<file path="config.mk">
export PLATFORM = sky130hd
export DESIGN_NAME = stage_commit_ctrl
export DESIGN_NICKNAME = d
export VERILOG_FILES = /design/src/rtl/stage_commit_ctrl.sv
export SDC_FILE = /design/constraint.sdc
export NUM_CORES = 1
export LEC_CHECK = 0
export CAP_MARGIN = 15
export CORE_ASPECT_RATIO = 0.6
export CORE_MARGIN = 4
export CORE_UTILIZATION = 46
export CTS_CLUSTER_SIZE = 28
export DETAILED_ROUTE_END_ITERATION = 12
export PLACE_DENSITY = 0.76
export SYNTH_ARGS = -nofsm -noshare
export SYNTH_HDL_FRONTEND = slang
export SYNTH_SLANG_ARGS = --single-unit
</file>
<file path="constraint.sdc">
create_clock -name clk_i -period 2.1 [get_ports clk_i]
set_clock_uncertainty 0.1 [all_clocks]
set_input_delay 0.315 -clock clk_i [delete_from_list [all_inputs] [get_ports clk_i]]
set_output_delay 0.315 -clock clk_i [all_outputs]
set_load 0.01 [all_outputs]
</file>
<file path="src/rtl/stage_commit_ctrl.sv">
// Collects per-channel responses for a stage and issues one load_writeback when all requested channels are done.
// Latency: load 1 cycle after the final response (REG_OUT=1) or same cycle (REG_OUT=0); no backpressure, ch_req holds the stage.
module stage_commit_ctrl #(
    parameter int NUM_CH  = 2,
    parameter int CNT_W   = 16,
    parameter int TIMEOUT = 0,
    parameter int REG_OUT = 1
) (
    input  logic              clk_i,
    input  logic              rst_ni,
    input  logic [NUM_CH-1:0] ch_req_i,
    input  logic [NUM_CH-1:0] ch_resp_i,
    input  logic              flush_i,
    output logic              load_writeback_o,
    output logic              stall_o,
    output logic [CNT_W-1:0]  stall_cycles_o,
    output logic [CNT_W-1:0]  perf_stalls_o,
    output logic              timeout_err_o
);

    typedef enum logic [1:0] {IDLE, WAIT, COMMIT} state_t;

    localparam logic [CNT_W-1:0] CNT_MAX = '1;
    localparam logic [CNT_W-1:0] TO_M1   = CNT_W'((TIMEOUT == 0) ? 0 : TIMEOUT - 1);

    state_t             state_q, state_d;
    logic [NUM_CH-1:0]  done_q, done_d;
    logic [CNT_W-1:0]   stall_cycles_q, stall_cycles_d;
    logic [CNT_W-1:0]   perf_stalls_q, perf_stalls_d;
    logic               timeout_err_q, timeout_err_d;

    logic [NUM_CH-1:0]  resp_vld;
    logic [NUM_CH-1:0]  pending;
    logic               any_req;
    logic               all_done;
    logic               in_commit;
    logic               stall_int;
    logic               load_int;

    // A response on a channel with no request is dropped here.
    assign resp_vld  = ch_resp_i & ch_req_i;
    assign pending   = ch_req_i & ~done_q & ~ch_resp_i;
    assign any_req   = |ch_req_i;
    assign all_done  = any_req && (pending == '0);
    assign in_commit = (state_q == COMMIT);
    assign stall_int = any_req && !all_done && !in_commit && !flush_i;

    always_comb begin
        if (REG_OUT != 0) begin
            load_int = in_commit && !flush_i;
        end else begin
            load_int = all_done && !flush_i && !in_commit;
        end
    end

    // Combinational outputs are forced low while reset is held.
    assign load_writeback_o = rst_ni && load_int;
    assign stall_o          = rst_ni && stall_int;
    assign stall_cycles_o   = stall_cycles_q;
    assign perf_stalls_o    = perf_stalls_q;
    assign timeout_err_o    = timeout_err_q;

    always_comb begin
        state_d = state_q;
        done_d  = done_q;
        if (flush_i) begin
            state_d = IDLE;
            done_d  = '0;
        end else begin
            case (state_q)
                IDLE: begin
                    done_d = '0;
                    if (all_done) begin
                        state_d = (REG_OUT != 0) ? COMMIT : IDLE;
                    end else if (any_req) begin
                        state_d = WAIT;
                        done_d  = resp_vld;
                    end
                end
                WAIT: begin
                    done_d = done_q | resp_vld;
                    if (all_done) begin
                        state_d = (REG_OUT != 0) ? COMMIT : IDLE;
                        done_d  = '0;
                    end
                end
                COMMIT: begin
                    state_d = IDLE;
                    done_d  = '0;
                end
                default: begin
                    state_d = IDLE;
                    done_d  = '0;
                end
            endcase
        end
    end

    always_comb begin
        stall_cycles_d = stall_cycles_q;
        perf_stalls_d  = perf_stalls_q;
        timeout_err_d  = timeout_err_q;
        if (flush_i || all_done) begin
            stall_cycles_d = '0;
        end else if (stall_int && stall_cycles_q != CNT_MAX) begin
            stall_cycles_d = stall_cycles_q + CNT_W'(1);
        end
        if (stall_int && perf_stalls_q != CNT_MAX) begin
            perf_stalls_d = perf_stalls_q + CNT_W'(1);
        end
        if (TIMEOUT != 0 && stall_int && stall_cycles_q == TO_M1) begin
            timeout_err_d = 1'b1;
        end
    end

    always_ff @(posedge clk_i or negedge rst_ni) begin
        if (!rst_ni) begin
            state_q        <= IDLE;
            done_q         <= '0;
            stall_cycles_q <= '0;
            perf_stalls_q  <= '0;
            timeout_err_q  <= 1'b0;
        end else begin
            state_q        <= state_d;
            done_q         <= done_d;
            stall_cycles_q <= stall_cycles_d;
            perf_stalls_q  <= perf_stalls_d;
            timeout_err_q  <= timeout_err_d;
        end
    end

endmodule
</file>
==> results of run 1 <==
==> stage by stage <==
step	util (%)	TNS (ps)	total power, uW
after floorplan	-	0	990
after global placement	63.7	-11830	1200
after detailed placement	63.7	-12890	1210
after CTS	70.8	-496	1890
after global routing	73.9	-1240	2000
final	73.9	-315	1900
==> power by group <==
| group | switching, uW | total [uW] | internal [uW] |
|---|---|---|---|
| clock network | 255 | 674 | 419 |
| logic | 183 | 400 | 217 |
| registers | 78.1 | 827 | 749 |
==> kinds of logic after synthesis <==
kind of cell    after synthesis
fa+ha+maj                     2
flops                        36
other cells                   1
simple gates                 85
buf+inv                      12
xor+xnor                     13
mux                          13
compound gates               36
==> flip-flops by register name, indices dropped and copies added, names as in the netlist <==
signal and flops:
done_q 2, state_q 2, stall_cycles_o 16, perf_stalls_o 16
==> metal layers <==
layer  global-route usage (%)  vias up  routed length, microns
li1                         -      886                       -
met1                     32.2      919                    2920
met2                     29.3       63                    2460
met3                     7.23        7                     383
met4                     4.94        0                      46
met5                        0        -                       0
==> synth_stat cells (2+ instances only) <==
| cell type | number |
|---|---|
| a211oi_1 | 3 |
| a21oi_1 | 5 |
| a22oi_1 | 2 |
| a311oi_1 | 2 |
| and2_1 | 4 |
| and3_1 | 12 |
| and4_1 | 5 |
| buf_6 | 2 |
| clkbuf_1 | 4 |
| dfrtp_1 | 36 |
| ha_1 | 2 |
| inv_1 | 3 |
| mux2_2 | 3 |
| mux2i_1 | 10 |
| nand2_1 | 16 |
| nand2b_1 | 5 |
| nand3_1 | 11 |
| nand4_1 | 5 |
| nor2_1 | 5 |
| nor3_1 | 5 |
| nor3b_1 | 3 |
| nor4_1 | 4 |
| nor4_2 | 2 |
| o2111ai_1 | 5 |
| o211ai_1 | 9 |
| o21ai_0 | 2 |
| o31a_1 | 2 |
| o31ai_1 | 2 |
| or3_1 | 2 |
| xnor2_1 | 10 |
| xor2_1 | 3 |
==> final cells by class <==
| type | instances | share of cell area, % |
|---|---|---|
| sequential | 36 | 29.1 |
| clock inverter | 1 | 0.970 |
| clock buffer | 7 | 3.11 |
| multi-input combinational | 150 | 42.5 |
| inverter | 3 | 0.364 |
| tap | 60 | 2.42 |
| timing repair buffer | 70 | 21.6 |
==> repair_timing <==
action                     in CTS  in global routing
pin swaps                      14                 14
setup endpoints to repair      24                 27
buffers inserted                2                  2
hold buffers                    2                  0
hold endpoints to repair       12                  0
gates resized for setup        35                 22
==> critical path, stage by stage, from the launching register on <==
cell and delay, ps:
dfrtp_1 390, or3b_4 390, a2111oi_4 430, and2_4 230
buf_6 100
==> worst paths after layout <==
check,startpoint,to,slack (ps),depth (start not counted)
setup / recovery,done_q[1],stall_o,-140,4
hold / removal,ch_resp_i[1],done_q[1],340,4
setup reg to reg,done_q[1],stall_cycles_o[0],-60,7
hold reg to reg,state_q[1],state_q[1],400,1
max in group asynchronous,rst_ni,stall_cycles_o[6],670,4
min in group asynchronous,rst_ni,perf_stalls_o[14],520,3
==> results.json, run 1 <==
{
  "cts-root-buf": "clkbuf_8",
  "ys_types": 45,
  "place_ws_ps": -675,
  "synth-compound-area-share_pct": 14.2,
  "rsz0062_at_grt": "yes",
  "relSlewSlack_pct": 58.4,
  "multiInputGateArea_sq_um": 1320,
  "ctsHtreeMaxLevel": 2,
  "syn_area_sq_um": 2030,
  "finalSetupViolCount": 8,
  "die-area_sq_um": 5580,
  "synth_xor_area_share_pct": 5.61,
  "seq_area_frac_synth_pct": 44.4,
  "viasPerCell": 5.73,
  "die_x_microns": 93.8,
  "drt_iter0_drc": 141,
  "endpoint_kind": "primary output",
  "cap_viol_max_count": 0,
  "syn_area_per_cell_sq_um": 10.3,
  "crit_path_max_fanout": 2,
  "whs_ps": 342,
  "start_kind": "flop",
  "placed_cells": 314,
  "path_class": "reg -> out",
  "p_leak_uw": 0.00131,
  "clk_latency_ps": 290,
  "ys.flop_type": "dfrtp_1",
  "max_freq_mhz": 446,
  "synthSimpleGateAreaFrac_pct": 24.6,
  "cts.sinks": 36,
  "fin_crit_sh_pct": 107,
  "numPortBuffers": 40,
  "final_layout_size_suffix_gt1_share_pct": 26.6,
  "synth_edf_count": 0,
  "finalNetCount": 275,
  "mostFrequentLayoutCell": "dfrtp_1",
  "tightest_slew_ps": 623,
  "layout_setup_ws_ps": -140,
  "ys_async_sr_fraction_pct": 100,
  "ys_warn_count": 0,
  "io_pins": 42,
  "cts_tree": "yes",
  "violations": "negative setup slack",
  "routed_wl_microns": 5810,
  "synth_top_family_by_area": "simple AND/OR/NAND/NOR gates",
  "outcome": "complete, but fails checks",
  "regArea_sq_um": 901,
  "synth_nets": 207,
  "placed_area_sq_um": 2670,
  "cts_made_buffers": 5,
  "rows": 18,
  "ys_ff_latch": 36,
  "hold_viol": 0,
  "fin_crit_ps": 2240,
  "grt_max_degree": 25,
  "core-area_sq_um": 4190,
  "final_max_slew_viol_count": 0,
  "syn2layout_area_growth_pct": 52.5,
  "yosysTopAreaCellShare_pct": 44.4,
  "wl_per_cell_microns": 17.8,
  "clk_pin_slew_worst_paths_ps": 70,
  "grt_pass1_wl_microns": 9180,
  "drt-pass1-iter-count": 4,
  "grt_pass1_vias": 1869,
  "power.density_nw_per_um2": 614,
  "num_antenna_cells": 0,
  "routabilityCongestion": 0.850,
  "die_height_microns": 59.5,
  "n_fill_cell": 283,
  "instances_no_fill": 327,
  "clockBufferDepth": 2,
  "antenna_found_initial": 0,
  "synth_cells": 198,
  "critical_path_arrival_ps": 1830,
  "synth_fa_ha_area_share_pct": 1.23,
  "vdd_drop_max_mv": 0.568,
  "dp_hpwl_microns": 3770,
  "route.detailed.drc": 0,
  "ant_nets": 0,
  "synthMuxAreaShare_pct": 6.59,
  "grt_overflow": 0,
  "via_count": 1875,
  "stdcell_area_sq_um": 3100,
  "initial_core_util_pct": 48.5,
  "hold_path_class": "in -> reg",
  "synth_area_leaders": "dfrtp_1 44%, mux2i_1 4.9%, xnor2_1 4.3%, and3_1 3.7%, o211ai_1 3.3%",
  "cp.required_ps": 1680,
  "final_cell_mix": "36 x dfrtp_1, 33 x clkdlybuf4s50_1, 22 x buf_4",
  "grt.total_usage_pct": 21.4,
  "yosysTopAreaCell": "dfrtp_1"
}
Power figures use the tool's default switching activity.
==> run 2, diff against run 1 <==
--- a/config.mk
+++ b/config.mk
@@ -12,6 +12,8 @@
 export CTS_CLUSTER_SIZE = 28
 export DETAILED_ROUTE_END_ITERATION = 12
 export PLACE_DENSITY = 0.76
+export RECOVER_POWER = 50
+export SETUP_SLACK_MARGIN = 0.3
 export SYNTH_ARGS = -nofsm -noshare
 export SYNTH_HDL_FRONTEND = slang
 export SYNTH_SLANG_ARGS = --single-unit
==> constraint.sdc (replaced) <==
create_clock -name clk_i -period 2.05 [get_ports clk_i]
set_clock_uncertainty 0.1 [all_clocks]
set_input_delay 0.3075 -clock clk_i [delete_from_list [all_inputs] [get_ports clk_i]]
set_output_delay 0.3075 -clock clk_i [all_outputs]
set_load 0.01 [all_outputs]
==> run 2 against run 1 <==
The run still ends with negative setup slack left. Utilization rose by 5.2 points. Worst hold slack improved by 60 ps. Clock power fell by 17%. Cell count rose by 4.6%. Die area did not move. Critical endpoint is now perf_stalls_o[14].
==> results.json, run 2 (synthesis gave the netlist of run 1 again) <==
{
  "critPathLaunch": "done_q[1]",
  "cts.sinks": 36,
  "power.switching_uw": 565,
  "instances_no_fill": 342,
  "layout_setup_ws_ps": -152,
  "finalSetupViolCount": 23,
  "route.detailed.drc": 0,
  "numPortBuffers": 40,
  "start_kind": "flop",
  "crit_path_max_fanout": 5,
  "die_x_microns": 93.8,
  "final_util_pct": 79.1,
  "antenna_found_initial": 0,
  "grt.total_usage_pct": 24.9,
  "reg2reg_depth": 5,
  "routabilityCongestion": 0.858,
  "cap_viol_max_count": 0,
  "critical_path_arrival_ps": 2280,
  "final_max_slew_viol_count": 0,
  "via_count": 2010,
  "cp.required_ps": 2130,
  "routed_wl_microns": 6700,
  "vdd_drop_max_mv": 0.608,
  "power.density_nw_per_um2": 575,
  "relSlewSlack_pct": 49.9,
  "place_ws_ps": -671,
  "violations": "negative setup slack",
  "tightest_slew_ps": 751,
  "pwr-share-comb_pct": 26.4,
  "outcome": "complete, but fails checks",
  "dp_hpwl_microns": 3730,
  "fin_crit_ps": 2200,
  "placed_cells": 318,
  "reg2reg_slack_ps": -150,
  "multiInputGateArea_sq_um": 1370,
  "regArea_sq_um": 908,
  "ant_nets": 0,
  "die_height_microns": 59.5,
  "rsz0062_at_grt": "yes",
  "cts_tree": "yes",
  "clk_latency_ps": 300,
  "internal_power_uw": 1340,
  "syn2layout_area_growth_pct": 63.2,
  "viasPerCell": 5.88,
  "p_sw_share_pct": 29.6,
  "clk_pin_slew_worst_paths_ps": 70,
  "grt_pass1_vias": 2047,
  "cts_made_buffers": 5,
  "io_pins": 42,
  "finalNetCount": 291,
  "clockBufferDepth": 2,
  "wl_per_cell_microns": 19.6,
  "num_antenna_cells": 0,
  "hold_viol": 0,
  "initial_core_util_pct": 48.5,
  "cts-root-buf": "clkbuf_8",
  "grt_pass1_wl_microns": 10500,
  "reg2reg_from": "done_q[1]",
  "r2r-end": "perf_stalls_o[14]",
  "max_freq_mhz": 454,
  "drt_iter0_drc": 117,
  "ctsHtreeMaxLevel": 2,
  "core-area_sq_um": 4190,
  "whs_ps": 402,
  "crit_end": "perf_stalls_o[14]",
  "pwr-share-clk_pct": 29.5,
  "final_cell_mix": "30 x dfrtp_1, 30 x buf_4, 25 x clkdlybuf4s50_1",
  "power_frac_seq_pct": 44.2,
  "drt-pass1-iter-count": 4,
  "rows": 18,
  "endpoint_kind": "flop",
  "fin_crit_sh_pct": 107,
  "grt_overflow": 0,
  "die-area_sq_um": 5580,
  "hold_path_class": "reg -> reg",
  "p_leak_uw": 0.00143,
  "final_layout_size_suffix_gt1_share_pct": 35.1,
  "path_class": "reg -> reg",
  "grt_max_degree": 30,
  "n_fill_cell": 258
}
run 2: cell type report:
type	instances	share of cell area (%)
well taps	60	2.27
multi-input cells	150	41.3
inverters	3	0.340
repair buffers	86	25.7
clock buffers	7	2.91
flip-flops and latches	36	27.4
run 2: metrics by stage:
stage	instance area, sq um	power, uW	TNS, ps
4_1_cts	3200	1880	-893
3_3_place_gp	2760	1250	-12580
6_report	3310	1910	-1350
3_5_place_dp	2760	1260	-13550
5_1_grt	3310	2000	-2540
2_1_floorplan	2100	1020	-66.0
run 2: layer usage:
layer,track usage (%),routed length (microns),vias to the layer above,share of wire (%)
met5,0,0,-,0
met4,10.3,127,0,1.9
met3,4.95,476,12,7.1
met2,37.5,3020,99,45
met1,35.3,3080,982,46
li1,-,-,917,-
run 2: power groups by stage:
stage                     Combinational [uW]  Clock, uW  Sequential [uW]
after floorplan                          147          0              873
after global placement                   402          0              844
after detailed placement                 407          0              848
after CTS                                477        566              834
after global routing                     539        605              855
final                                    502        562              841
run 2: worst min-delay path by stage:
stage / from / end / slack, ps / cells past startpoint
after CTS: rst_ni / perf_stalls_o[9] / 390 / 2
after floorplan: rst_ni / done_q[0] / -90 / 0
after detailed placement: rst_ni / perf_stalls_o[9] / 70 / 1
after global placement: rst_ni / perf_stalls_o[9] / 70 / 1
after global routing: perf_stalls_o[7] / perf_stalls_o[7] / 420 / 1
final: perf_stalls_o[7] / perf_stalls_o[7] / 400 / 1
run 2: critical path, cell delays in order (launching register included):
cell      delay, ps
dfrtp_1         380
or3b_4          370
a2111o_1        480
buf_6           170
nor4_4          270
mux2_4          320
run 2: timing repair:
action                                  in CTS  in global routing
gates cloned                                 1                  0
pin swaps                                   17                 17
endpoints found under the hold margin        7                  0
hold buffers                                 2                  0
endpoints found under the setup margin      36                 52
gates resized for setup                     48                 28
buffers inserted                            12                  2
